<file path="src/rtl/sensor_readout_controller_if.sv">
// sensor_readout_controller_if: valid/ready pixel beat stream toward the frame sink
interface sensor_readout_controller_if #(
    parameter int DATA_W = 16
) ();
    logic              out_valid;
    logic              out_ready;
    logic [DATA_W-1:0] data_out;
    logic              out_last_in_row;
    logic              out_first_of_frame;
    modport master (output out_valid, data_out, out_last_in_row, out_first_of_frame, input out_ready);
    modport slave  (input out_valid, data_out, out_last_in_row, out_first_of_frame, output out_ready);
endinterface

</file>
<file path="src/rtl/sensor_readout_controller.sv">
// sensor_readout_controller: erase/expose/ramp/readout frame sequencer with a backpressured row-buffer drain
module sensor_readout_controller #(
    parameter int PIXEL_ARRAY_HEIGHT = 4,
    parameter int PIXEL_ARRAY_WIDTH  = 8,
    parameter int PIXEL_BITS         = 8,
    parameter int OUTPUT_BUS_WIDTH   = 2,
    parameter int ERASE_CYCLES       = 5
) (
    input  logic                                    clk,
    input  logic                                    rst,
    input  logic                                    start,
    input  logic                                    continuous,
    input  logic [15:0]                             expose_len,
    output logic                                    pixel_erase,
    output logic                                    pixel_expose,
    output logic                                    analog_ramp,
    output logic [PIXEL_BITS-1:0]                   digital_ramp,
    output logic [PIXEL_ARRAY_HEIGHT-1:0]           row_select,
    input  logic [PIXEL_ARRAY_WIDTH*PIXEL_BITS-1:0] pixel_data,
    sensor_readout_controller_if.master             out_bus,
    output logic                                    frame_finished,
    output logic                                    busy
);
    localparam int NB   = PIXEL_ARRAY_WIDTH / OUTPUT_BUS_WIDTH;
    localparam int BW   = OUTPUT_BUS_WIDTH * PIXEL_BITS;
    localparam int RW   = PIXEL_ARRAY_HEIGHT > 1 ? $clog2(PIXEL_ARRAY_HEIGHT) : 1;
    localparam int CW   = NB > 1 ? $clog2(NB) : 1;
    localparam int RAMP = 1 << PIXEL_BITS;

    typedef enum logic [2:0] {IDLE, ERASE, EXPOSE, CONVERT, SEL_A, SEL_B, DRAIN, DONE} state_t;

    state_t               state, nxt;
    logic [31:0]          cnt;
    logic [15:0]          exp_len;
    logic [RW-1:0]        row;
    logic [CW-1:0]        beat;
    logic [NB-1:0][BW-1:0] row_buf;
    logic                 fire, last_beat, last_row, relatch;

    assign fire      = out_bus.out_valid && out_bus.out_ready;
    assign last_beat = beat == CW'(NB - 1);
    assign last_row  = row == RW'(PIXEL_ARRAY_HEIGHT - 1);
    assign relatch   = (state == IDLE && start) || (state == DONE && continuous);

    always_comb begin
        nxt = state;
        case (state)
            IDLE:    if (start) nxt = ERASE;
            ERASE:   if (cnt == 32'(ERASE_CYCLES - 1)) nxt = EXPOSE;
            EXPOSE:  if (cnt == 32'(exp_len) - 32'd1) nxt = CONVERT;
            CONVERT: if (cnt == 32'(RAMP - 1)) nxt = SEL_A;
            SEL_A:   nxt = SEL_B;
            SEL_B:   nxt = DRAIN;
            DRAIN:   if (fire && last_beat) nxt = last_row ? DONE : SEL_A;
            DONE:    nxt = continuous ? ERASE : IDLE;
            default: nxt = IDLE;
        endcase
    end

    always_comb begin
        pixel_erase                = state == ERASE;
        pixel_expose               = state == EXPOSE;
        analog_ramp                = state == CONVERT;
        digital_ramp               = state == CONVERT ? cnt[PIXEL_BITS-1:0] : '0;
        row_select                 = (state == SEL_A || state == SEL_B) ? PIXEL_ARRAY_HEIGHT'(1) << row : '0;
        out_bus.out_valid          = state == DRAIN;
        out_bus.data_out           = state == DRAIN ? row_buf[beat] : '0;
        out_bus.out_last_in_row    = state == DRAIN && last_beat;
        out_bus.out_first_of_frame = state == DRAIN && row == '0 && beat == '0;
        frame_finished             = state == DONE;
        busy                       = state != IDLE;
    end

    // cnt restarts on every state change so each timed phase counts from 0
    always_ff @(posedge clk or posedge rst) begin
        if (rst) begin
            state   <= IDLE;
            cnt     <= '0;
            exp_len <= '0;
            row     <= '0;
            beat    <= '0;
            row_buf <= '0;
        end else begin
            state <= nxt;
            cnt   <= nxt != state ? '0 : cnt + 32'd1;
            if (relatch) exp_len <= expose_len == 16'd0 ? 16'd1 : expose_len;
            if (state == SEL_B) row_buf <= pixel_data;
            if (fire) begin
                beat <= last_beat ? '0 : beat + 1'b1;
                if (last_beat) row <= last_row ? '0 : row + 1'b1;
            end
        end
    end
endmodule

</file>
<file path="src/flat_wrapper.sv">
// flat-port wrapper written by rule: the top's interface ports become plain ports
module sensor_readout_controller_flat 
#(
    parameter int PIXEL_ARRAY_HEIGHT = 4,
    parameter int PIXEL_ARRAY_WIDTH  = 8,
    parameter int PIXEL_BITS         = 8,
    parameter int OUTPUT_BUS_WIDTH   = 2,
    parameter int ERASE_CYCLES       = 5
)
  (clk, rst, start, continuous, expose_len, pixel_erase, pixel_expose, analog_ramp, digital_ramp, row_select, pixel_data, frame_finished, busy, out_bus_out_valid, out_bus_data_out, out_bus_out_last_in_row, out_bus_out_first_of_frame, out_bus_out_ready);
  sensor_readout_controller_if #(.DATA_W(((2) * (8)))) out_bus_i ();
  input  logic clk;
  input  logic rst;
  input  logic start;
  input  logic continuous;
  input  logic [15:0] expose_len;
  output logic pixel_erase;
  output logic pixel_expose;
  output logic analog_ramp;
  output logic [PIXEL_BITS-1:0] digital_ramp;
  output logic [PIXEL_ARRAY_HEIGHT-1:0] row_select;
  input  logic [PIXEL_ARRAY_WIDTH*PIXEL_BITS-1:0] pixel_data;
  output logic frame_finished;
  output logic busy;
  output wire logic [$bits(out_bus_i.out_valid)-1:0] out_bus_out_valid;
  output wire logic [$bits(out_bus_i.data_out)-1:0] out_bus_data_out;
  output wire logic [$bits(out_bus_i.out_last_in_row)-1:0] out_bus_out_last_in_row;
  output wire logic [$bits(out_bus_i.out_first_of_frame)-1:0] out_bus_out_first_of_frame;
  input wire logic [$bits(out_bus_i.out_ready)-1:0] out_bus_out_ready;
  assign out_bus_out_valid = out_bus_i.out_valid;
  assign out_bus_data_out = out_bus_i.data_out;
  assign out_bus_out_last_in_row = out_bus_i.out_last_in_row;
  assign out_bus_out_first_of_frame = out_bus_i.out_first_of_frame;
  assign out_bus_i.out_ready = out_bus_out_ready;
  sensor_readout_controller #(.PIXEL_ARRAY_HEIGHT(PIXEL_ARRAY_HEIGHT), .PIXEL_ARRAY_WIDTH(PIXEL_ARRAY_WIDTH), .PIXEL_BITS(PIXEL_BITS), .OUTPUT_BUS_WIDTH(OUTPUT_BUS_WIDTH), .ERASE_CYCLES(ERASE_CYCLES)) u_core (.clk(clk), .rst(rst), .start(start), .continuous(continuous), .expose_len(expose_len), .pixel_erase(pixel_erase), .pixel_expose(pixel_expose), .analog_ramp(analog_ramp), .digital_ramp(digital_ramp), .row_select(row_select), .pixel_data(pixel_data), .out_bus(out_bus_i), .frame_finished(frame_finished), .busy(busy));
endmodule
</file>
<file path="config.mk">
export PLATFORM = sky130hd
export DESIGN_NAME = sensor_readout_controller_flat
export DESIGN_NICKNAME = d
export VERILOG_FILES = /design/src/rtl/sensor_readout_controller_if.sv /design/src/rtl/sensor_readout_controller.sv /design/src/flat_wrapper.sv
export SDC_FILE = /design/constraint.sdc
export NUM_CORES = 1
export LEC_CHECK = 0
export CORE_ASPECT_RATIO = 2
export CORE_UTILIZATION = 55
export DETAILED_ROUTE_END_ITERATION = 8
export PLACE_DENSITY = 0.85
export SKIP_LAST_GASP = 1
export SLEW_MARGIN = 20
export SYNTH_ARGS = -nofsm -noshare
export SYNTH_HDL_FRONTEND = slang
export SYNTH_SLANG_ARGS = --single-unit
</file>
<file path="constraint.sdc">
create_clock -name clk -period 7 [get_ports clk]
set_input_delay 1.75 -clock clk [delete_from_list [all_inputs] [get_ports clk]]
set_output_delay 1.75 -clock clk [all_outputs]
set_load 0.01 [all_outputs]
</file>
Word level (Yosys, flattened, before mapping)
Cells that the tools add are included.
{ "classes": {"n_lt_le_gt_ge": 1, "n_eq_ne": 13, "n_mux": 17, "reduce_logical": 15, "n_addsub": 4, "shifts": 1} }
{ "ops": {"columns": ["cell", "n"], "rows": [
  ["$mux 16", 3],
  ["$add 32x1->32 const B", 1],
  ["$bmux 16 s2", 1],
  ["$eq 32x3->1 const B", 1],
  ["$eq 32x32->1", 1],
  ["$eq 32x8->1 const B", 1],
  ["$mux 32", 1],
  ["$pmux 3 s8", 1],
  ["$sub 16x1->17 const B", 1],
  ["$logic_not 16->1", 1],
  ["$mux 3", 5],
  ["$eq 3x3->1 const B", 4],
  ["$mux 8", 1],
  ["$logic_and 1x1->1", 7],
  ["$eq 3x2->1 const B", 2],
  ["$mux 2", 3],
  ["$add 2x1->2 const B", 2],
  ["$eq 2x2->1 const B", 2],
  ["$logic_not 2->1", 2],
  ["$mux 4", 1],
  ["$shl 1x2->4 const A", 1],
  ["$eq 3x1->1 const B", 1],
  ["$logic_not 3->1", 1],
  ["$lt 2x3->1 const B", 1],
  ["other kinds (5)", 6]
]} }
{ "word_totals": {"word_cells": 60, "inputBits": 85, "regBits": 119} }

Longest topological paths before layout
Gate-level depths: netlist (run 1).
{ "depth": {"ltp_word": 7, "mapped_depth": 9, "mapped_depth_nobuf": 8} }

Least setup slack after synthesis (run 1)
OpenSTA, ideal clock, no wires.
{ "synth_timing": {"path_kind": "flip-flop to output port", "from": "reg u_core.beat[0]", "to": "out out_bus_data_out[10]", "path_stages_with_launch": 5, "arrival_ns": 2.065, "slack_ns": 3.185, "t_required_ns": 5.250, "path_cell_list": "dfrtp_1 > clkbuf_1 > clkbuf_1 > mux4_2 > and2_1"} }
{ "synth_via": {"elab_chain_len": 3} }
{ "synth_rtl": {"columns": ["element", "line_no", "text"], "rows": [
  ["from (decl)", "sensor_readout_controller.sv:36", "logic [CW-1:0] beat;"],
  ["from (signal assigned)", "sensor_readout_controller.sv:89", "beat <= last_beat ? '0 : beat + 1'b1;"],
  ["$bmux 16 s2", "sensor_readout_controller.sv:67", "out_bus.data_out = state == DRAIN ? row_buf[beat] : '0;"],
  ["$mux 16 (not written as such)", "sensor_readout_controller.sv:67", null],
  ["$mux 16", "sensor_readout_controller.sv:67", null],
  ["to (decl)", "flat_wrapper.sv:26", "output wire logic [$bits(out_bus_i.data_out)-1:0] out_bus_data_out;"]
]} }
Every way passes these cells. The select of a mux whose other input is x is not followed.

Worst setup path in the final report (run 1)
{ "layout_timing": {"from": "reg u_core.state[0]", "to": "out out_bus_out_first_of_frame"} }
{ "layout_via": {"elab_chain_len": 3} }
{ "layout_rtl": {"columns": ["element", "line_no", "text"], "rows": [
  ["from (decl)", "sensor_readout_controller.sv:32", "state_t state, nxt;"],
  ["from (signal assigned)", "sensor_readout_controller.sv:84", "state <= nxt;"],
  ["$eq 3x3->1", "sensor_readout_controller.sv:69", "out_bus.out_first_of_frame = state == DRAIN && row == '0 && beat == '0;"],
  ["$logic_and 1x1->1 (2 in a row)", "sensor_readout_controller.sv:69", null],
  ["to (decl)", "flat_wrapper.sv:28", "output wire logic [$bits(out_bus_i.out_first_of_frame)-1:0] out_bus_out_first_of_frame;"]
]} }
Every way passes these cells.

==> impl_table.tex, run 1 <==
\begin{tabular}{lr}
\hline
Metric & Value \\
\hline
\multicolumn{2}{l}{\textbf{Clocking}} \\
Clk pin slew, worst setup/hold paths & 0.06 ns \\
CTS Sinks & 119 \\
Post-cts sizing count & 0 \\
Skew-Pair Late Insertion Delay & 0.41 ns \\
CTS tree & yes \\
H-tree depth & 4 \\
Master cell of the clock root buffer & sky130\_fd\_sc\_hd\_\_clkbuf\_16 \\
Maximum root-to-sink buffer count & 2 \\
Setup bufs post-CTS & 0 \\
Hold buffers post-CTS & 0 \\
CTS Buf Count & 17 \\
\multicolumn{2}{l}{\textbf{Drt}} \\
Detailed Route WL & 16470 µm \\
Average routed wire per standard cell & 19.22 µm \\
Number of nets still failing antenna checks after routing & 0 \\
Routed via count & 5181 \\
Initial DRT Pass Iterations & 5 \\
Vias per Instance & 6.046 \\
Iteration-0 DRC count of the detailed router & 271 \\
\# DRC & 0 \\
\multicolumn{2}{l}{\textbf{Setup path}} \\
Setup crit end kind & output port \\
Most used cell, CP & sky130\_fd\_sc\_hd\_\_and3\_1 \\
Highest cell delay on the worst timing path & 0.67 ns \\
Largest fanout on the critical path & 21 \\
Bufs and invs on worst path & 2 \\
Worst path arrival time & 2.65 ns \\
Startpoint kind of the worst setup timing path & register \\
Slowest cell on crit path & sky130\_fd\_sc\_hd\_\_and3\_1 \\
Required time at the worst-slack endpoint & 5.25 ns \\
Gate family responsible for the most delay along the worst path & simple AND/OR/NAND/NOR gates \\
Crit Path Category & reg -> out \\
Cell-by-cell listing of the critical path & inv\_1, and3\_1, and3\_1, clkdlybuf4s50\_1 \\
\multicolumn{2}{l}{\textbf{Run status}} \\
Run status & finished, final reports clean \\
\multicolumn{2}{l}{\textbf{Yosys}} \\
Register bit count reported by yosys & 119 \\
Ys flop type & sky130\_fd\_sc\_hd\_\_dfrtp\_1 \\
Top area cells in the synthesized netlist & sky130\_fd\_sc\_hd\_\_dfrtp\_1 (46\%), sky130\_fd\_sc\_hd\_\_mux2\_2 (12\%), sky130\_fd\_sc\_hd\_\_mux4\_2 (5.6\%), sky130\_fd\_sc\_hd\_\_xnor2\_1 (4.1\%), sky130\_fd\_sc\_hd\_\_nand2\_1 (3.0\%) \\
Number of flops mapped to enable cells by yosys & 0 \\
Cell count after synthesis & 591 \\
Average cell area after synthesis & 10.88 µm² \\
Post-synthesis async set-or-reset flop share & 100.0\% \\
Net count after synthesis & 685 \\
Count of different cell masters after synthesis & 45 \\
Yosys top cell area share & 46.33\% \\
Cell area after technology mapping & 0.006427 mm² \\
Sequential-to-total area share from yosys stat & 46.33\% \\
Post-synth top area cell & sky130\_fd\_sc\_hd\_\_dfrtp\_1 \\
Warnings, synthesis & 0 \\
\multicolumn{2}{l}{\textbf{GRT}} \\
Largest net degree at the start of global routing & 65 \\
Global-route usage over all layers & 28.80\% \\
Number of antenna violations at the first check in global routing & 0 \\
Vias in the first global route & 5520 \\
Remaining global-route overflow & 0 \\
Wire length of the first global-routing pass & 26680 µm \\
\multicolumn{2}{l}{\textbf{Timing}} \\
Final Setup Violations & 0 \\
Achievable Freq & 227.4 MHz \\
Clk\_skew & 0.01126 ns \\
Period utilisation layout & 62.83\% \\
Max-slew violation count & 0 \\
Tmin final & 4.398 ns \\
Tightest Pin Transition & 0.9415 ns \\
Setup tns final & 0 ns \\
Headroom to the max-slew limit & 37.23\% \\
Setup repair after global routing missed its margin & false \\
Final hold violations & 0 \\
Post-route setup slack & 2.602 ns \\
\multicolumn{2}{l}{\textbf{Die}} \\
Width of the chip & 78.44 µm \\
Area of the core & 0.01135 mm² \\
Standard-cell row count & 55 \\
Die footprint & 0.01215 mm² \\
Num ports & 121 \\
Height of the die & 154.9 µm \\
Initial cell density of the core & 56.61\% \\
\multicolumn{2}{l}{\textbf{Cells and area}} \\
Final net count & 796 \\
Fraction of layout instances using a drive strength above 1 & 18.04\% \\
Antenna diode count & 0 \\
Filler instances & 765 \\
Final core utilization & 73.19\% \\
Area overhead of the layout relative to synthesis & 29.30\% \\
\multicolumn{2}{l}{\textbf{Placement}} \\
Worst setup slack before clock tree synthesis & 3.136 ns \\
Post-detail-place hpwl & 11420 µm \\
GP Congestion & 0.9398 \\
Count of port buffers added during placement & 120 \\
\multicolumn{2}{l}{\textbf{Power and ir drop}} \\
VDD IR max & 0.1997 mV \\
Pwr/cell area & 201.3 mW/mm² \\
Leakage power of the design & 3.549 nW \\
Total power & 1.673 mW \\
\multicolumn{2}{l}{\textbf{Run}} \\
Max-cap check violation count & 0 \\
\multicolumn{2}{l}{\textbf{Worst hold path}} \\
Type of the worst min-delay path & reg -> reg \\
\hline
\end{tabular}
[per-stage QoR]
stage / instance area, µm² / hold slack, ns / instances
global route: 8310 / 0.5261 / 857
global placement: 7695 / 0.4817 / 824
finish: 8310 / 0.5009 / 857
floorplan: 6427 / 0.4739 / 591
CTS: 8303 / 0.5015 / 857
detailed placement: 7716 / 0.4881 / 825
[cells in the mapped netlist, types with 2 or more instances]
| master | n |
|---|---|
| sky130_fd_sc_hd__dfrtp_1 | 119 |
| sky130_fd_sc_hd__mux2_2 | 68 |
| sky130_fd_sc_hd__nand2_1 | 52 |
| sky130_fd_sc_hd__nor2_1 | 42 |
| sky130_fd_sc_hd__and2_1 | 30 |
| sky130_fd_sc_hd__xnor2_1 | 30 |
| sky130_fd_sc_hd__clkbuf_1 | 29 |
| sky130_fd_sc_hd__inv_1 | 23 |
| sky130_fd_sc_hd__nor4_1 | 20 |
| sky130_fd_sc_hd__xor2_1 | 19 |
| sky130_fd_sc_hd__nor3_1 | 17 |
| sky130_fd_sc_hd__mux4_2 | 16 |
| sky130_fd_sc_hd__nand3_1 | 13 |
| sky130_fd_sc_hd__a22o_1 | 12 |
| sky130_fd_sc_hd__nand4_1 | 12 |
| sky130_fd_sc_hd__and3_1 | 10 |
| sky130_fd_sc_hd__a21oi_1 | 9 |
| sky130_fd_sc_hd__and4_1 | 9 |
| sky130_fd_sc_hd__ha_1 | 9 |
| sky130_fd_sc_hd__o21ai_0 | 7 |
| sky130_fd_sc_hd__nor3b_1 | 6 |
| sky130_fd_sc_hd__or4_1 | 5 |
| sky130_fd_sc_hd__buf_6 | 4 |
| sky130_fd_sc_hd__nand2b_1 | 3 |
| sky130_fd_sc_hd__a211o_1 | 2 |
| sky130_fd_sc_hd__a21o_1 | 2 |
| sky130_fd_sc_hd__a221oi_1 | 2 |
| sky130_fd_sc_hd__a22oi_1 | 2 |
| sky130_fd_sc_hd__a31oi_1 | 2 |
| sky130_fd_sc_hd__o21bai_1 | 2 |
[power by group]
part           total [mW]  switching, mW  internal, mW
Sequential          0.719         0.0115         0.707
Combinational      0.0900         0.0291        0.0608
Clock               0.864          0.327         0.537
[kinds of logic (layout without fill, tap and decap cells)]
kind of cell,Yosys count,in the layout,share of synthesized area (%)
simple gates,223,223,18.36
flops,119,119,46.33
mux,84,84,17.52
buf+inv,57,181,3.796
compound gates,50,50,5.568
xor+xnor,49,49,6.677
fa+ha+maj,9,9,1.752
[sequential cells by signal, indices dropped and copies added (netlist names)]
register and count:
u_core.row 2, u_core.state 3, u_core.row_buf 64, u_core.cnt 32, u_core.exp_len 16, u_core.beat 2
[layer usage]
layer,routed length (µm),track usage (%)
met4,577,15.43
met3,753,5.689
met5,0,0
met1,5840,30.37
met2,9297,52.72
[area by class of cell]
class / count / area, µm² / area share [%]
Clock buffer: 19 / 442.9 / 5.330
Inverter: 23 / 88.84 / 1.069
Sequential cell: 119 / 2978 / 35.83
Tap cell: 142 / 177.7 / 2.138
Clock inverter: 13 / 143.9 / 1.731
Multi-Input combinational cell: 415 / 3226 / 38.81
Timing Repair Buffer: 126 / 1254 / 15.09
[worst paths after layout]
kind	start	cells after the start	endpoint	slack, ns
max in group asynchronous	rst	3	u_core.cnt[30]	3.92
hold reg to reg	u_core.row_buf[45]	1	u_core.row_buf[45]	0.50
hold / removal	u_core.row_buf[45]	1	u_core.row_buf[45]	0.50
setup reg to reg	u_core.exp_len[0]	9	u_core.cnt[15]	3.32
setup / recovery	u_core.state[0]	4	out_bus_out_first_of_frame	2.60
min in group asynchronous	rst	2	u_core.exp_len[14]	1.82
[cell usage in the layout (no fill, tap or decap), types with 19 or more instances in the layout]
| cell | count |
|---|---|
| sky130_fd_sc_hd__and2_1 | 30 |
| sky130_fd_sc_hd__clkdlybuf4s50_1 | 120 |
| sky130_fd_sc_hd__dfrtp_1 | 119 |
| sky130_fd_sc_hd__inv_1 | 22 |
| sky130_fd_sc_hd__mux2_2 | 68 |
| sky130_fd_sc_hd__nand2_1 | 51 |
| sky130_fd_sc_hd__nor2_1 | 42 |
| sky130_fd_sc_hd__nor4_1 | 19 |
| sky130_fd_sc_hd__xnor2_1 | 30 |
| sky130_fd_sc_hd__xor2_1 | 19 |
Power figures use the tool's default switching activity.
==> run 2, diff against run 1 <==
CORE_UTILIZATION = 48   (was 55)
PLACE_DENSITY = 0.78   (was 0.85)
clock period = 3.65 ns   (was 7 ns; I/O delays follow)
==> run 2 against run 1 <==
- the flow now finishes with violations (design-rule violations)
- clock skew shrank 0.0013 ns
- first-iteration DRC count up 29%
- non-clock buffer count rose by 7
- combinational power is 98% higher
- worst hold slack about the same
- via count decreased by 0.83%
- highest routed layer unchanged
==> impl_table.tex, run 2 (synthesis gave the netlist of run 1 again) <==
\begin{tabular}{lr}
\hline
Metric & Value \\
\hline
\multicolumn{2}{l}{\textbf{Run status}} \\
Run status & finished with violations (was finished, final reports clean) \\
Failing checks & design-rule violations \\
\multicolumn{2}{l}{\textbf{Clocking}} \\
CTS tree & yes (unchanged) \\
CTS Sinks & 119 (unchanged) \\
Setup bufs post-CTS & 0 (unchanged) \\
Clk pin slew, worst setup/hold paths & 0.06 ns (about the same) \\
Post-cts sizing count & 0 (unchanged) \\
CTS Buf Count & 17 (unchanged) \\
Master cell of the clock root buffer & sky130\_fd\_sc\_hd\_\_clkbuf\_16 (unchanged) \\
Skew-Pair Late Insertion Delay & 0.41 ns (about the same) \\
H-tree depth & 4 (unchanged) \\
Maximum root-to-sink buffer count & 2 (unchanged) \\
Hold buffers post-CTS & 0 (unchanged) \\
\multicolumn{2}{l}{\textbf{Setup path}} \\
Required time at the worst-slack endpoint & 2.74 ns (was 5.25 ns) \\
Largest fanout on the critical path & 21 (unchanged) \\
Worst path arrival time & 2.57 ns (was 2.65 ns) \\
Launching element of the worst setup path & u\_core.state[0] (unchanged) \\
Crit Path Category & reg -> out (unchanged) \\
Startpoint kind of the worst setup timing path & register (unchanged) \\
Startpoint of the worst-slack reg-to-reg timing path & u\_core.exp\_len[0] (unchanged) \\
Setup crit end kind & output port (unchanged) \\
\multicolumn{2}{l}{\textbf{Die}} \\
Width of the chip & 83.83 µm (was 78.44 µm) \\
Area of the core & 0.01307 mm² (was 0.01135 mm²) \\
Die footprint & 0.01389 mm² (was 0.01215 mm²) \\
Height of the die & 165.7 µm (was 154.9 µm) \\
Initial cell density of the core & 49.19\% (was 56.61\%) \\
Standard-cell row count & 59 (was 55) \\
Num ports & 121 (unchanged) \\
\multicolumn{2}{l}{\textbf{Drt}} \\
Vias per Instance & 5.879 (was 6.046) \\
Number of nets still failing antenna checks after routing & 0 (unchanged) \\
\# DRC & 10 (was 0) \\
Initial DRT Pass Iterations & 7 (was 5) \\
Detailed Route WL & 16670 µm (was 16470 µm) \\
Routed via count & 5138 (was 5181) \\
Average routed wire per standard cell & 19.07 µm (was 19.22 µm) \\
Iteration-0 DRC count of the detailed router & 349 (was 271) \\
\multicolumn{2}{l}{\textbf{Timing}} \\
Tmin final & 3.486 ns \\
Tightest Pin Transition & 0.8772 ns (was 0.9415 ns) \\
Setup repair after global routing missed its margin & false (unchanged) \\
Period utilisation layout & 95.51\% \\
Headroom to the max-slew limit & 41.52\% (was 37.23\%) \\
Setup tns final & 0 ns (unchanged) \\
Final hold violations & 0 (unchanged) \\
Final Setup Violations & 0 (unchanged) \\
Clk\_skew & 0.009929 ns (was 0.01126 ns) \\
Achievable Freq & 286.8 MHz \\
Max-slew violation count & 0 (unchanged) \\
Post-route setup slack & 0.1638 ns (was 2.602 ns) \\
\multicolumn{2}{l}{\textbf{Cells and area}} \\
Final net count & 803 (was 796) \\
Final design area excluding fillers & 0.008347 mm² (was 0.008310 mm²) \\
Flip-flop count of the largest register, all copies and words added & 64 (unchanged) \\
Most common cell after layout, fill and taps aside & sky130\_fd\_sc\_hd\_\_clkdlybuf4s50\_1 (unchanged) \\
Register with the most flip-flops & u\_core.row\_buf (unchanged) \\
Commonest non-fill, non-tap cells in the layout & sky130\_fd\_sc\_hd\_\_clkdlybuf4s50\_1 (120), sky130\_fd\_sc\_hd\_\_dfrtp\_1 (119), sky130\_fd\_sc\_hd\_\_mux2\_2 (68) (unchanged) \\
Fraction of layout instances using a drive strength above 1 & 18.84\% (was 18.04\%) \\
Antenna diode count & 0 (unchanged) \\
Biggest regs & u\_core.row\_buf (64), u\_core.cnt (32), u\_core.exp\_len (16) (unchanged) \\
Area overhead of the layout relative to synthesis & 29.86\% (was 29.30\%) \\
Final core utilization & 63.88\% (was 73.19\%) \\
\multicolumn{2}{l}{\textbf{Power and ir drop}} \\
Part of the total power dissipated in the clock network & 50.5\% (was 51.6\%) \\
Combinational Power Share & 5.7\% (was 5.4\%) \\
Switching Share & 24.12\% (was 21.98\%) \\
Sequential Power Share & 43.8\% (was 43.0\%) \\
Internal power consumption & 2.380 mW (was 1.305 mW) \\
Leakage power of the design & 3.557 nW (was 3.549 nW) \\
Pwr/cell area & 375.8 mW/mm² (was 201.3 mW/mm²) \\
Net Switching & 756.5 µW (was 367.6 µW) \\
VDD IR max & 0.3304 mV (was 0.1997 mV) \\
Total power & 3.137 mW (was 1.673 mW) \\
\multicolumn{2}{l}{\textbf{Worst hold path}} \\
Type of the worst min-delay path & reg -> reg (unchanged) \\
Start point of the worst hold path & u\_core.row\_buf[51] (was u\_core.row\_buf[45]) \\
\multicolumn{2}{l}{\textbf{Placement}} \\
Worst setup slack before clock tree synthesis & 0.6211 ns (was 3.136 ns) \\
Standard cell area after detailed placement & 0.007781 mm² (was 0.007716 mm²) \\
Count of port buffers added during placement & 120 (unchanged) \\
GP Congestion & 0.9160 (was 0.9398) \\
Post-detail-place hpwl & 12020 µm (was 11420 µm) \\
\multicolumn{2}{l}{\textbf{GRT}} \\
Wire length of the first global-routing pass & 27210 µm (was 26680 µm) \\
Remaining global-route overflow & 0 (unchanged) \\
Vias in the first global route & 5518 (was 5520) \\
Global-route usage over all layers & 25.10\% (was 28.80\%) \\
Largest net degree at the start of global routing & 65 (unchanged) \\
Number of antenna violations at the first check in global routing & 0 (unchanged) \\
\multicolumn{2}{l}{\textbf{Run}} \\
Max-cap check violation count & 0 (unchanged) \\
\hline
\end{tabular}
run 2: power by group through the flow:
| stage | sequential [mW] | combinational, mW | clock, mW |
|---|---|---|---|
| floorplan | 1.39 | 0.0642 | 0 |
| global placement | 1.39 | 0.176 | 0 |
| detailed placement | 1.40 | 0.181 | 0 |
| CTS | 1.37 | 0.182 | 1.61 |
| global route | 1.38 | 0.194 | 1.67 |
| finish | 1.37 | 0.178 | 1.59 |
run 2: through the flow:
| step | cells | hold WS (ns) |
|---|---|---|
| detailed placement | 842 | 0.4900 |
| global placement | 842 | 0.4821 |
| finish | 874 | 0.5013 |
| CTS | 874 | 0.5041 |
| floorplan | 591 | 0.4739 |
| global route | 874 | 0.5190 |
run 2: path summary, 6_finish.rpt:
kind / end / slack (ns) / cells past startpoint
max: out_bus_out_first_of_frame / 0.16 / 4
min: u_core.row_buf[51] / 0.50 / 1
max reg2reg: u_core.cnt[2] / 0.60 / 9
min reg2reg: u_core.row_buf[51] / 0.50 / 1
max in group asynchronous: u_core.cnt[9] / 1.96 / 3
min in group asynchronous: u_core.exp_len[7] / 0.98 / 2
run 2: layout make-up:
type / count / area (µm²)
fill: 1027 / 4720
multi-input combinational: 415 / 3219
sequential: 119 / 2978
timing repair buffer: 133 / 1311
clock buffer: 18 / 439.2
tap: 152 / 190.2
clock inverter: 14 / 118.9
inverter: 23 / 90.09
run 2: worst max-delay path, cell delays in order, from the launching register on:
cell and delay, ns:
sky130_fd_sc_hd__dfrtp_1 0.49, sky130_fd_sc_hd__inv_1 0.19, sky130_fd_sc_hd__and3_1 0.65, sky130_fd_sc_hd__and3_1 0.28, sky130_fd_sc_hd__clkdlybuf4s50_1 0.54
run 2: routing by layer:
metal / global-route usage [%] / wire (µm)
met5: 0 / 0
met4: 15.14 / 754
met3: 3.936 / 643
met2: 46.65 / 9417
met1: 25.81 / 5851
